### config.mk
export PLATFORM = sky130hd
export DESIGN_NAME = rssi_tracker
export DESIGN_NICKNAME = d
export VERILOG_FILES = /design/src/rtl/rssi_pkg.sv /design/src/rtl/sync_edge.sv /design/src/rtl/rssi_tracker.sv
export SDC_FILE = /design/constraint.sdc
export NUM_CORES = 1
export LEC_CHECK = 0
export BUFFER_PORTS_ARGS = -buffer_cell sky130_fd_sc_hd__buf_2
export CORE_ASPECT_RATIO = 0.75
export CORE_UTILIZATION = 35
export DETAILED_ROUTE_END_ITERATION = 10
export GPL_ROUTABILITY_DRIVEN = 0
export HOLD_SLACK_MARGIN = 0.1
export SYNTH_ARGS = -nofsm -noshare
export SYNTH_HDL_FRONTEND = slang
export SYNTH_SLANG_ARGS = --single-unit
### constraint.sdc
create_clock -name clk -period 5.1 [get_ports clk]
set_clock_uncertainty 0.05 [all_clocks]
set_input_delay 0.765 -clock clk [delete_from_list [all_inputs] [get_ports clk]]
set_output_delay 0.765 -clock clk [all_outputs]
set_load 0.03 [all_outputs]
### src/rtl/rssi_pkg.sv
// Shared definitions for the RSSI tracker.
//   POW_WIDTH_DEF / AVG_LOG2_DEF : default power-sum width and averaging window log2
//   CNT_WIDTH                    : width of the saturating accepted-sample counter
//   state_t                      : tracker FSM encoding (FILL while the window fills, TRACK once full)
package rssi_pkg;

  localparam int POW_WIDTH_DEF = 26;
  localparam int AVG_LOG2_DEF  = 3;
  localparam int CNT_WIDTH     = 16;

  typedef enum logic {
    FILL  = 1'b0,
    TRACK = 1'b1
  } state_t;

endpackage

### src/rtl/sync_edge.sv
// Two-flop synchroniser followed by a rising-edge detector. Brings a slow
// strobe from a foreign clock domain (clk_100hz, clk_1k, ...) into clk and
// turns each rising edge into a single-cycle pulse.
//   clk   : destination clock
//   rstn  : asynchronous active-low reset; all flops clear to 0
//   din   : asynchronous input level
//   pulse : one-cycle pulse per rising edge of the synchronised level
module sync_edge (
  input  logic clk,
  input  logic rstn,
  input  logic din,
  output logic pulse
);

  logic meta;
  logic sync;
  logic prev;

  always_ff @(posedge clk or negedge rstn) begin
    if (!rstn) begin
      meta <= 1'b0;
      sync <= 1'b0;
      prev <= 1'b0;
    end else begin
      meta <= din;
      sync <= meta;
      prev <= sync;
    end
  end

  assign pulse = sync & ~prev;

endmodule

### src/rtl/rssi_tracker.sv
// RSSI tracker: moving average of per-window power sums, peak hold,
// hysteretic carrier detect with a rising-edge interrupt, and a saturating
// count of accepted samples.
//
// Handshake: a sample is accepted on the clk edge where the synchronised
// pow_sync rising-edge strobe and en are both 1; there is no back-pressure,
// pow_sum must simply be stable while the strobe crosses the synchroniser.
//
//   clk, rstn   : system clock, asynchronous active-low reset
//   en          : tracker enable; dropping it flushes the averaging window
//   pow_sync    : asynchronous window strobe, pow_sum is sampled on its rise
//   pow_sum     : window power sum
//   thr_hi      : detect-assert threshold (rssi_avg >= thr_hi sets)
//   thr_lo      : detect-release threshold (rssi_avg < thr_lo clears)
//   peak_clr    : single-cycle peak-hold clear
//   rssi_avg    : moving average, zero-extended to 32 bits
//   avg_valid   : averaging window is full
//   rssi_peak   : maximum accepted pow_sum since the last clear
//   sig_detect  : hysteretic carrier-detect level
//   detect_irq  : one-cycle pulse on sig_detect 0->1
//   sample_cnt  : saturating count of accepted samples
//   fsm_state   : current tracker state (FILL/TRACK), for observation
module rssi_tracker
  import rssi_pkg::*;
#(
  parameter int POW_WIDTH = POW_WIDTH_DEF,
  parameter int AVG_LOG2  = AVG_LOG2_DEF
) (
  input  logic                 clk,
  input  logic                 rstn,
  input  logic                 en,
  input  logic                 pow_sync,
  input  logic [POW_WIDTH-1:0] pow_sum,
  input  logic [POW_WIDTH-1:0] thr_hi,
  input  logic [POW_WIDTH-1:0] thr_lo,
  input  logic                 peak_clr,
  output logic [31:0]          rssi_avg,
  output logic                 avg_valid,
  output logic [POW_WIDTH-1:0] rssi_peak,
  output logic                 sig_detect,
  output logic                 detect_irq,
  output logic [CNT_WIDTH-1:0] sample_cnt,
  output state_t               fsm_state
);

  localparam int DEPTH = 1 << AVG_LOG2;
  localparam int SUM_W = POW_WIDTH + AVG_LOG2;

  logic                 smp;
  logic                 acc;
  logic [POW_WIDTH-1:0] buf_q [DEPTH];
  logic [AVG_LOG2-1:0]  wr_ptr;
  logic [SUM_W-1:0]     sum;
  logic [SUM_W-1:0]     sum_nxt;
  logic [POW_WIDTH-1:0] avg_q;
  state_t               state;
  state_t               state_nxt;
  logic                 track;

  sync_edge u_sync_edge (
    .clk   (clk),
    .rstn  (rstn),
    .din   (pow_sync),
    .pulse (smp)
  );

  assign acc = smp & en;

  // ---------------- FSM: state register ----------------
  always_ff @(posedge clk or negedge rstn) begin
    if (!rstn) state <= FILL;
    else       state <= state_nxt;
  end

  // ---------------- FSM: next state ----------------
  // wr_ptr restarts at 0 whenever en drops, so the write into the last slot
  // is exactly the 2^AVG_LOG2-th accepted sample of the current fill.
  always_comb begin
    state_nxt = state;
    case (state)
      FILL: begin
        if (!en)                         state_nxt = FILL;
        else if (acc && (wr_ptr == '1))  state_nxt = TRACK;
      end
      TRACK: begin
        if (!en) state_nxt = FILL;
      end
      default: state_nxt = FILL;
    endcase
  end

  // ---------------- FSM: outputs ----------------
  always_comb begin
    track     = (state == TRACK);
    fsm_state = state;
  end

  // ---------------- Moving-average window ----------------
  // Subtract the outgoing slot before adding the new sample: sum always
  // contains the outgoing value, so the intermediate never exceeds the
  // 2^AVG_LOG2 * max bound and SUM_W bits suffice.
  assign sum_nxt = sum - SUM_W'(buf_q[wr_ptr]) + SUM_W'(pow_sum);

  always_ff @(posedge clk or negedge rstn) begin
    if (!rstn) begin
      for (int i = 0; i < DEPTH; i++) buf_q[i] <= '0;
    end else if (!en) begin
      for (int i = 0; i < DEPTH; i++) buf_q[i] <= '0;
    end else if (acc) begin
      buf_q[wr_ptr] <= pow_sum;
    end
  end

  always_ff @(posedge clk or negedge rstn) begin
    if (!rstn) begin
      sum    <= '0;
      wr_ptr <= '0;
    end else if (!en) begin
      sum    <= '0;
      wr_ptr <= '0;
    end else if (acc) begin
      sum    <= sum_nxt;
      wr_ptr <= wr_ptr + AVG_LOG2'(1);
    end
  end

  // avg_valid is registered alongside avg_q so it rises together with the
  // first full-window average, one cycle after the FSM enters TRACK.
  always_ff @(posedge clk or negedge rstn) begin
    if (!rstn) begin
      avg_q     <= '0;
      avg_valid <= 1'b0;
    end else if (!en) begin
      avg_q     <= '0;
      avg_valid <= 1'b0;
    end else begin
      avg_q     <= POW_WIDTH'(sum >> AVG_LOG2);
      avg_valid <= track;
    end
  end

  assign rssi_avg = 32'(avg_q);

  // ---------------- Carrier detect ----------------
  // Evaluated only once the average is meaningful; thresholds are applied
  // literally even if thr_lo > thr_hi.
  always_ff @(posedge clk or negedge rstn) begin
    if (!rstn) begin
      sig_detect <= 1'b0;
      detect_irq <= 1'b0;
    end else if (!en || !track || !avg_valid) begin
      sig_detect <= 1'b0;
      detect_irq <= 1'b0;
    end else begin
      detect_irq <= 1'b0;
      if (!sig_detect && (avg_q >= thr_hi)) begin
        sig_detect <= 1'b1;
        detect_irq <= 1'b1;
      end else if (sig_detect && (avg_q < thr_lo)) begin
        sig_detect <= 1'b0;
      end
    end
  end

  // ---------------- Peak hold ----------------
  // A clear coinciding with a sample restarts the hold at that sample.
  always_ff @(posedge clk or negedge rstn) begin
    if (!rstn) begin
      rssi_peak <= '0;
    end else if (acc && (peak_clr || (pow_sum > rssi_peak))) begin
      rssi_peak <= pow_sum;
    end else if (en && peak_clr) begin
      rssi_peak <= '0;
    end
  end

  // ---------------- Sample counter ----------------
  always_ff @(posedge clk or negedge rstn) begin
    if (!rstn) begin
      sample_cnt <= '0;
    end else if (acc && (sample_cnt != '1)) begin
      sample_cnt <= sample_cnt + CNT_WIDTH'(1);
    end
  end

endmodule

==> results by group, run 1 <==
Clock tree
  – Max Buffers Root-to-Sink: 3
  – CTS tree: built
  – Root Driver: clkbuf_16
  – H-tree depth: 2
  – CTS Buf Count: 36
  – Cts hold-fix bufs: 0
  – Postcts setup bufs: 0
  – CTS sink cnt: 315
  – Post-cts resize count: 0
  – Worst-path clk slew: 60 ps
  – Worst-Skew Late Latency: around 550 ps

Yosys
  – FF+latch count, synth: approximately 320
  – Synth Flop Type: dfrtp_1
  – Syn. warnings: 0
  – Cells after synthesis: 2042
  – Mean Syn Cell Area: 8.95 um2
  – Yosys cell types: 66
  – EDFF count, synth: 0
  – Mapped cell area: 18300 um2
  – Async set or reset register ratio after synthesis: 100%
  – Seq/Total Area, Yosys: 43.1%

Cells and area
  – ANT cells: 0
  – Register Area: 7880 um2
  – Area of the multi-input gates: 9160 um2
  – P&R area growth vs syn: 14.7%
  – Share of cells above drive strength 1: between 10 and 15%
  – Fill cells: between 5000 and 6000
  – Final core occ: 40.7%
  – Final nets: 2354

Die
  – Die Span X: 266 um
  – Die Y: between 150 and 200 um
  – Top Ports: approximately 160
  – Core area: 51500 um2
  – FP Rows: 72
  – Die ar.: 53200 um2
  – Initial core utilization: ~35%

Global route
  – Met1 Usage GRT: 32.3%
  – Initial antenna violation count: 1
  – GR Util met3: around 4.4%
  – Vias in the first global route: ~15000
  – GR peak layer: met2
  – Final global-route overflow total: 0
  – Met2 GRT Util: 32.7%
  – First-pass GRT wire length: 90000 um
  – GRT Util Overall: ~22%
  – Largest net degree at the start of global routing: around 150

Timing
  – Setup Viol. Count Final: 0
  – Worst-margin pin slew: around 1300 ps
  – Final Cycle Share: around 95%
  – Min Hold Slack: between 100 and 150 ps
  – Final Hold Fails: 0
  – Final setup TNS: 0 ps
  – Post-route minimum period: 4850 ps
  – Relative slew slack: 14.9%
  – RSZ-0062 raised after global routing: no
  – Max Fclk: 206 MHz
  – Final Max Slew Viols: 0

Power and ir drop
  – NetSw: 2.55 mW
  – Net Sw Frac: 33.8%
  – Pwr/cell area: 360 nW/um2
  – Leakage: 9.76 nW
  – Proportion of power drawn by the clock network: 36.3%
  – Part of the power in registers: 36.9%
  – Internal cell power: approximately 5 mW
  – Total power: 7.55 mW
  – IR drop worst, VDD: 0.260 mV
  – Combinational Power Share: 26.8%

Drt
  – Drt wl/cell: 20.5 um
  – Drt pass-1 iters: 7
  – Final Routed Wirelength: 58700 um
  – # DRC: 0
  – DRT antenna net count: 0
  – Vias per inst: 5.34
  – DR iter-0 viols: about 1600
  – Vias: roughly 15000

Setup path
  – Critical path required time: about 5500 ps
  – Reg2Reg Setup Slack: 250 ps
  – Worst-path fanout max: 12
  – WP data arrival: 5240 ps
  – CP Launch Type: register
  – CP Capture Type: register
  – Critical path class: reg -> reg

Hold path
  – Type of the most critical hold path: in -> async

Placement
  – Hpwl dp: 40600 um
  – Buffers added on ports: 154

Run
  – # Max-Cap Violations: 0

Outcome
  – Outcome: finished clean
-- cell usage after synthesis, drive strengths merged, types with 11 or more instances --
cell,number,share of area [%]
dfrtp,315,43
xor2,11,0.53
nand4,48,1.6
nand2,488,10
o21ai,45,1.2
a21oi,40,1.1
xnor2,18,0.86
a21boi,218,9.0
nor3,11,0.33
a22oi,106,4.4
a22o,27,1.3
ha,109,7.5
a21o,30,1.2
nand3,23,0.63
and2,48,1.6
inv,188,3.9
buf,20,0.69
clkbuf,123,2.5
and3,11,0.38
fa,26,2.8
nor2,35,0.72
-- critical path: stages, from the launching register on --
cell and delay (ps):
dfrtp_1 610, and3b_1 470, buf_4 310, a22oi_1 260, nand4_1 160, fa_1 530, inv_1 50, ha_1 410
nand2_1 70, o21ai_0 580, a41oi_1 280, o21ai_0 410, a21oi_1 150, xor2_1 170, o21ai_0 80, and2_1 170
-- cell usage in the layout (no fill, tap or decap), drive strengths merged, types with 5 or more instances in the layout --
cell | Yosys | routed
a211oi | 6 | 6
a21boi | 218 | 218
a21o | 30 | 30
a21oi | 40 | 40
a221oi | 5 | 5
a22o | 27 | 27
a22oi | 106 | 106
and2 | 48 | 48
and3 | 11 | 11
buf | 20 | 194
bufinv | 0 | 5
clkbuf | 123 | 47
clkinv | 0 | 9
conb | 1 | 6
dfrtp | 315 | 315
fa | 26 | 26
ha | 109 | 109
inv | 188 | 190
nand2 | 488 | 488
nand2b | 10 | 10
nand3 | 23 | 23
nand4 | 48 | 48
nor2 | 35 | 35
nor2b | 10 | 10
nor3 | 11 | 11
o211ai | 9 | 9
o21a | 5 | 5
o21ai | 45 | 45
o21bai | 5 | 5
xnor2 | 18 | 18
xor2 | 11 | 11
-- per-layer routing --
layer,up-vias,share of wire (%)
met3,92,8.0
met4,2,2.5
met1,7534,46
met5,-,0.014
li1,7075,-
met2,592,43
-- power groups by stage --
stage / clock [mW] / sequential (mW) / combinational (mW)
6_report: 2.74 / 2.78 / 2.03
5_1_grt: 2.89 / 2.80 / 2.25
4_1_cts: 2.81 / 2.78 / 2.00
3_5_place_dp: 0 / 2.83 / 1.99
3_3_place_gp: 0 / 2.82 / 1.95
2_1_floorplan: 0 / 2.92 / 1.23
-- per-stage QoR --
| step | setup slack, ps | cell area [um2] | cells |
|---|---|---|---|
| after floorplan | 1100 | 18300 | 2047 |
| after global placement | 528 | 19700 | 2801 |
| after detailed placement | 398 | 19700 | 2801 |
| after CTS | 354 | 21000 | 2865 |
| after global routing | 89.8 | 21000 | 2865 |
| final | 248 | 21000 | 2865 |
-- path summary, 6_finish.rpt --
check                           cells past startpoint                       start                         end
worst max-delay path                               15       wr_ptr[2]$_DFFE_PN0P_         sum[17]$_DFFE_PN0P_
worst min-delay path                                1                        rstn  u_sync_edge.sync$_DFF_PN0_
worst max register to register                     15       wr_ptr[2]$_DFFE_PN0P_         sum[17]$_DFFE_PN0P_
worst min register to register                      0  u_sync_edge.meta$_DFF_PN0_  u_sync_edge.sync$_DFF_PN0_
max in group asynchronous                           2                        rstn      buf_q[148]$_DFFE_PN0P_
min in group clk                                    1                    pow_sync  u_sync_edge.meta$_DFF_PN0_
-- final cells by class --
class	count	area share [%]
clock buffer	47	4.74
tap	703	4.20
multi-input combinational	1401	43.7
sequential	315	37.6
clock inverter	17	1.10
timing repair buffer	194	5.30
inverter	188	3.37
-- sequential cells by signal (all words and copies together) (netlist names) --
| signal | cells |
|---|---|
| avg_q | 26 |
| avg_valid | 1 |
| buf_q | 208 |
| detect_irq | 1 |
| fsm_state | 1 |
| rssi_peak | 26 |
| sample_cnt | 16 |
| sig_detect | 1 |
| sum | 29 |
| u_sync_edge.meta | 1 |
| u_sync_edge.prev | 1 |
| u_sync_edge.sync | 1 |
| wr_ptr | 3 |
-- logic make-up (layout without fill, tap and decap cells) --
logic type | count (synthesis) | count (layout) | synth area share, %
fa+ha+maj | 135 | 135 | 10.3
compound gates | 521 | 521 | 20.8
xor+xnor | 29 | 29 | 1.39
flops | 315 | 315 | 43.1
mux | 5 | 5 | 0.287
buf+inv | 331 | 446 | 7.08
simple gates | 705 | 705 | 17.0
other cells | 1 | 6 | 0.0205
Power figures use the tool's default switching activity.
==> run 2: changes to the inputs <==
--- a/config.mk
+++ b/config.mk
@@ -6,11 +6,14 @@
 export NUM_CORES = 1
 export LEC_CHECK = 0
 export BUFFER_PORTS_ARGS = -buffer_cell sky130_fd_sc_hd__buf_2
+export CELL_PAD_IN_SITES_DETAIL_PLACEMENT = 1
+export CELL_PAD_IN_SITES_GLOBAL_PLACEMENT = 2
 export CORE_ASPECT_RATIO = 0.75
 export CORE_UTILIZATION = 35
 export DETAILED_ROUTE_END_ITERATION = 10
 export GPL_ROUTABILITY_DRIVEN = 0
 export HOLD_SLACK_MARGIN = 0.1
+export PLACE_DENSITY_LB_ADDON = 0.1
 export SYNTH_ARGS = -nofsm -noshare
 export SYNTH_HDL_FRONTEND = slang
 export SYNTH_SLANG_ARGS = --single-unit
==> run 2 against run 1 <==
The flow now finishes with violations (DRC). Global-route usage increased by 2.8 points. Non-clock buffer count decreased by 6. Maximum frequency increased by 5.6%. Die area unchanged. Utilization increased by 0.22 points. Critical path depth unchanged. Clock power increased by 2%. Combinational power about the same. Worst hold slack improved by 56 ps. Register-to-register slack improved by 260 ps. Clock-buffer cell count increased by 12. Via count increased by 0.41%. Largest cell class unchanged.
==> results by group, run 2 (synthesized netlist as in run 1, its figures left out) <==
Drt
  – Final Routed Wirelength: 65100 um
  – Drt pass-1 iters: 9
  – Drt wl/cell: around 23 um
  – DR iter-0 viols: 917
  – # DRC: 2
  – Vias: ~15000
  – Vias per inst: approximately 5.4
  – DRT antenna net count: 0

Power and ir drop
  – Pwr/cell area: 362 nW/um2
  – Total power: 7.62 mW
  – IR drop worst, VDD: between 0.15 and 0.2 mV
  – Leakage: 9.78 nW

Timing
  – RSZ-0062 raised after global routing: no
  – Final Hold Fails: 0
  – Min setup slack post-route: between 500 and 600 ps
  – Final Max Slew Viols: 0
  – Worst-margin pin slew: between 1000 and 1500 ps
  – Setup Viol. Count Final: 0
  – Final setup TNS: 0 ps
  – Relative slew slack: 27.2%
  – Max Fclk: between 200 and 250 MHz
  – Min Hold Slack: 191 ps
  – Final Cycle Share: 90.1%
  – Post-route minimum period: 4600 ps

Cells and area
  – Most frequent cells in the layout: 483 x nand2_1, 315 x dfrtp_1, 216 x a21boi_0
  – Finished Layout Cells: 2864
  – Share of cells above drive strength 1: 12.8%
  – ANT cells: 0
  – Final nets: 2350
  – Most common cell after layout, fill and taps aside: nand2_1
  – Largest reg by FF count: buf_q
  – Largest register FFs: about 210
  – P&R area growth vs syn: 15.3%
  – Fill cells: 5986
  – Largest regs: buf_q (208), sum (29)

Clock tree
  – Worst-path clk slew: 60 ps
  – Worst-Skew Late Latency: 560 ps
  – CTS tree: built
  – Root Driver: clkbuf_16
  – Cts hold-fix bufs: 0
  – Post-cts resize count: 0
  – H-tree depth: 2
  – CTS Buf Count: 38
  – Postcts setup bufs: 0
  – CTS sink cnt: approximately 320
  – Max Buffers Root-to-Sink: 3

Placement
  – DP Worst Slack: 532 ps
  – Placed insts: 2795
  – Buffers added on ports: 154
  – Hpwl dp: 43700 um

Setup path
  – Reg2Reg Setup Slack: 500 ps
  – RR Endpoint: sum[28]$_DFFE_PN0P_
  – CP Cell Sequence: and3b_1 > buf_12 > a22oi_1 > nand4_1 > fa_1 > inv_1 > ha_1 > a21o_1 > or3_1 > o21bai_1 > a21boi_1 > o211ai_1 > nand3_1 > a21oi_1 > mux2_1
  – Worst-path fanout max: 18
  – Critical path required time: 5480 ps
  – WP data arrival: 4980 ps
  – Crit path buffers/inverters: 2
  – CP endpoint: sum[28]$_DFFE_PN0P_
  – Critical Path Stages: 15
  – CP max-delay cell: dfrtp_1
  – Critical path class: reg -> reg
  – Top delay family on crit path: compound AO/OA/AOI/OAI gates
  – CP Launch Type: register
  – R2r startpoint: wr_ptr[1]$_DFFE_PN0P_
  – Max incr delay on CP: 640 ps
  – CP startpoint: wr_ptr[1]$_DFFE_PN0P_
  – CP Capture Type: register
  – FF-to-FF path depth: 15

Global route
  – GR peak layer: met2
  – GRT Util Overall: between 20% and 30%
  – First-pass GRT wire length: ~100000 um
  – Met2 GRT Util: 38.8%
  – Final global-route overflow total: 0
  – Largest net degree at the start of global routing: 111
  – Vias in the first global route: 15900
  – Met1 Usage GRT: 35.8%
  – Initial antenna violation count: 1
  – GR Util met3: 4.06%

Die
  – Top Ports: 161
  – Die Span X: 266 um
  – FP Rows: 72
  – Die ar.: between 50000 and 60000 um2
  – Initial core utilization: 35.5%
  – Die Y: ~200 um
  – Core area: roughly 50000 um2

Hold path
  – Type of the most critical hold path: in -> async

Outcome
  – Failing checks: DRC
  – Outcome: finished with violations

Run
  – # Max-Cap Violations: 0
## run 2: cell count changes in the layout (fill, tap and decap cells not counted), sizes merged
cell / previous run / this run
clkinv: 9 / 7
bufinv: 5 / 2
inv: 190 / 188
clkbuf: 47 / 59
buf: 194 / 188
## run 2: power breakdown
group          total, mW  internal (mW)  leakage (nW)  switching, mW
logic               2.05          0.750          4.82           1.30
registers           2.77           2.64          4.34          0.130
clock network       2.80           1.66         0.626           1.15
## run 2: worst min path at each step
stage | start | endpoint | slack (ps) | depth (start not counted)
2_1_floorplan | u_sync_edge.meta$_DFF_PN0_ | u_sync_edge.sync$_DFF_PN0_ | 280 | 0
3_3_place_gp | u_sync_edge.meta$_DFF_PN0_ | u_sync_edge.sync$_DFF_PN0_ | 290 | 0
3_5_place_dp | u_sync_edge.meta$_DFF_PN0_ | u_sync_edge.sync$_DFF_PN0_ | 290 | 0
4_1_cts | rstn | buf_q[79]$_DFFE_PN0P_ | 210 | 1
5_1_grt | rstn | buf_q[3]$_DFFE_PN0P_ | 240 | 1
6_report | rstn | buf_q[79]$_DFFE_PN0P_ | 190 | 1
## run 2: per-layer routing
layer / part of all wire, % / vias to the layer above
li1: - / 7058
met1: 48 / 7906
met2: 45 / 323
met3: 4.9 / 71
met4: 2.4 / 0
met5: 0 / -
## run 2: cell type report
type | count | area, um2 | share of cell area [%]
multi-input combinational | 1401 | 9180 | 43.6
timing repair buffer | 188 | 1150 | 5.48
tap | 703 | 880 | 4.17
sequential | 315 | 7880 | 37.4
clock buffer | 59 | 1150 | 5.46
inverter | 188 | 706 | 3.35
clock inverter | 10 | 125 | 0.593
## run 2: through the flow
stage	util, %	cell area [um2]
floorplan	-	18300
global placement	38.4	19800
detailed placement	38.4	19800
CTS	40.9	21100
global route	40.9	21100
finish	40.9	21100
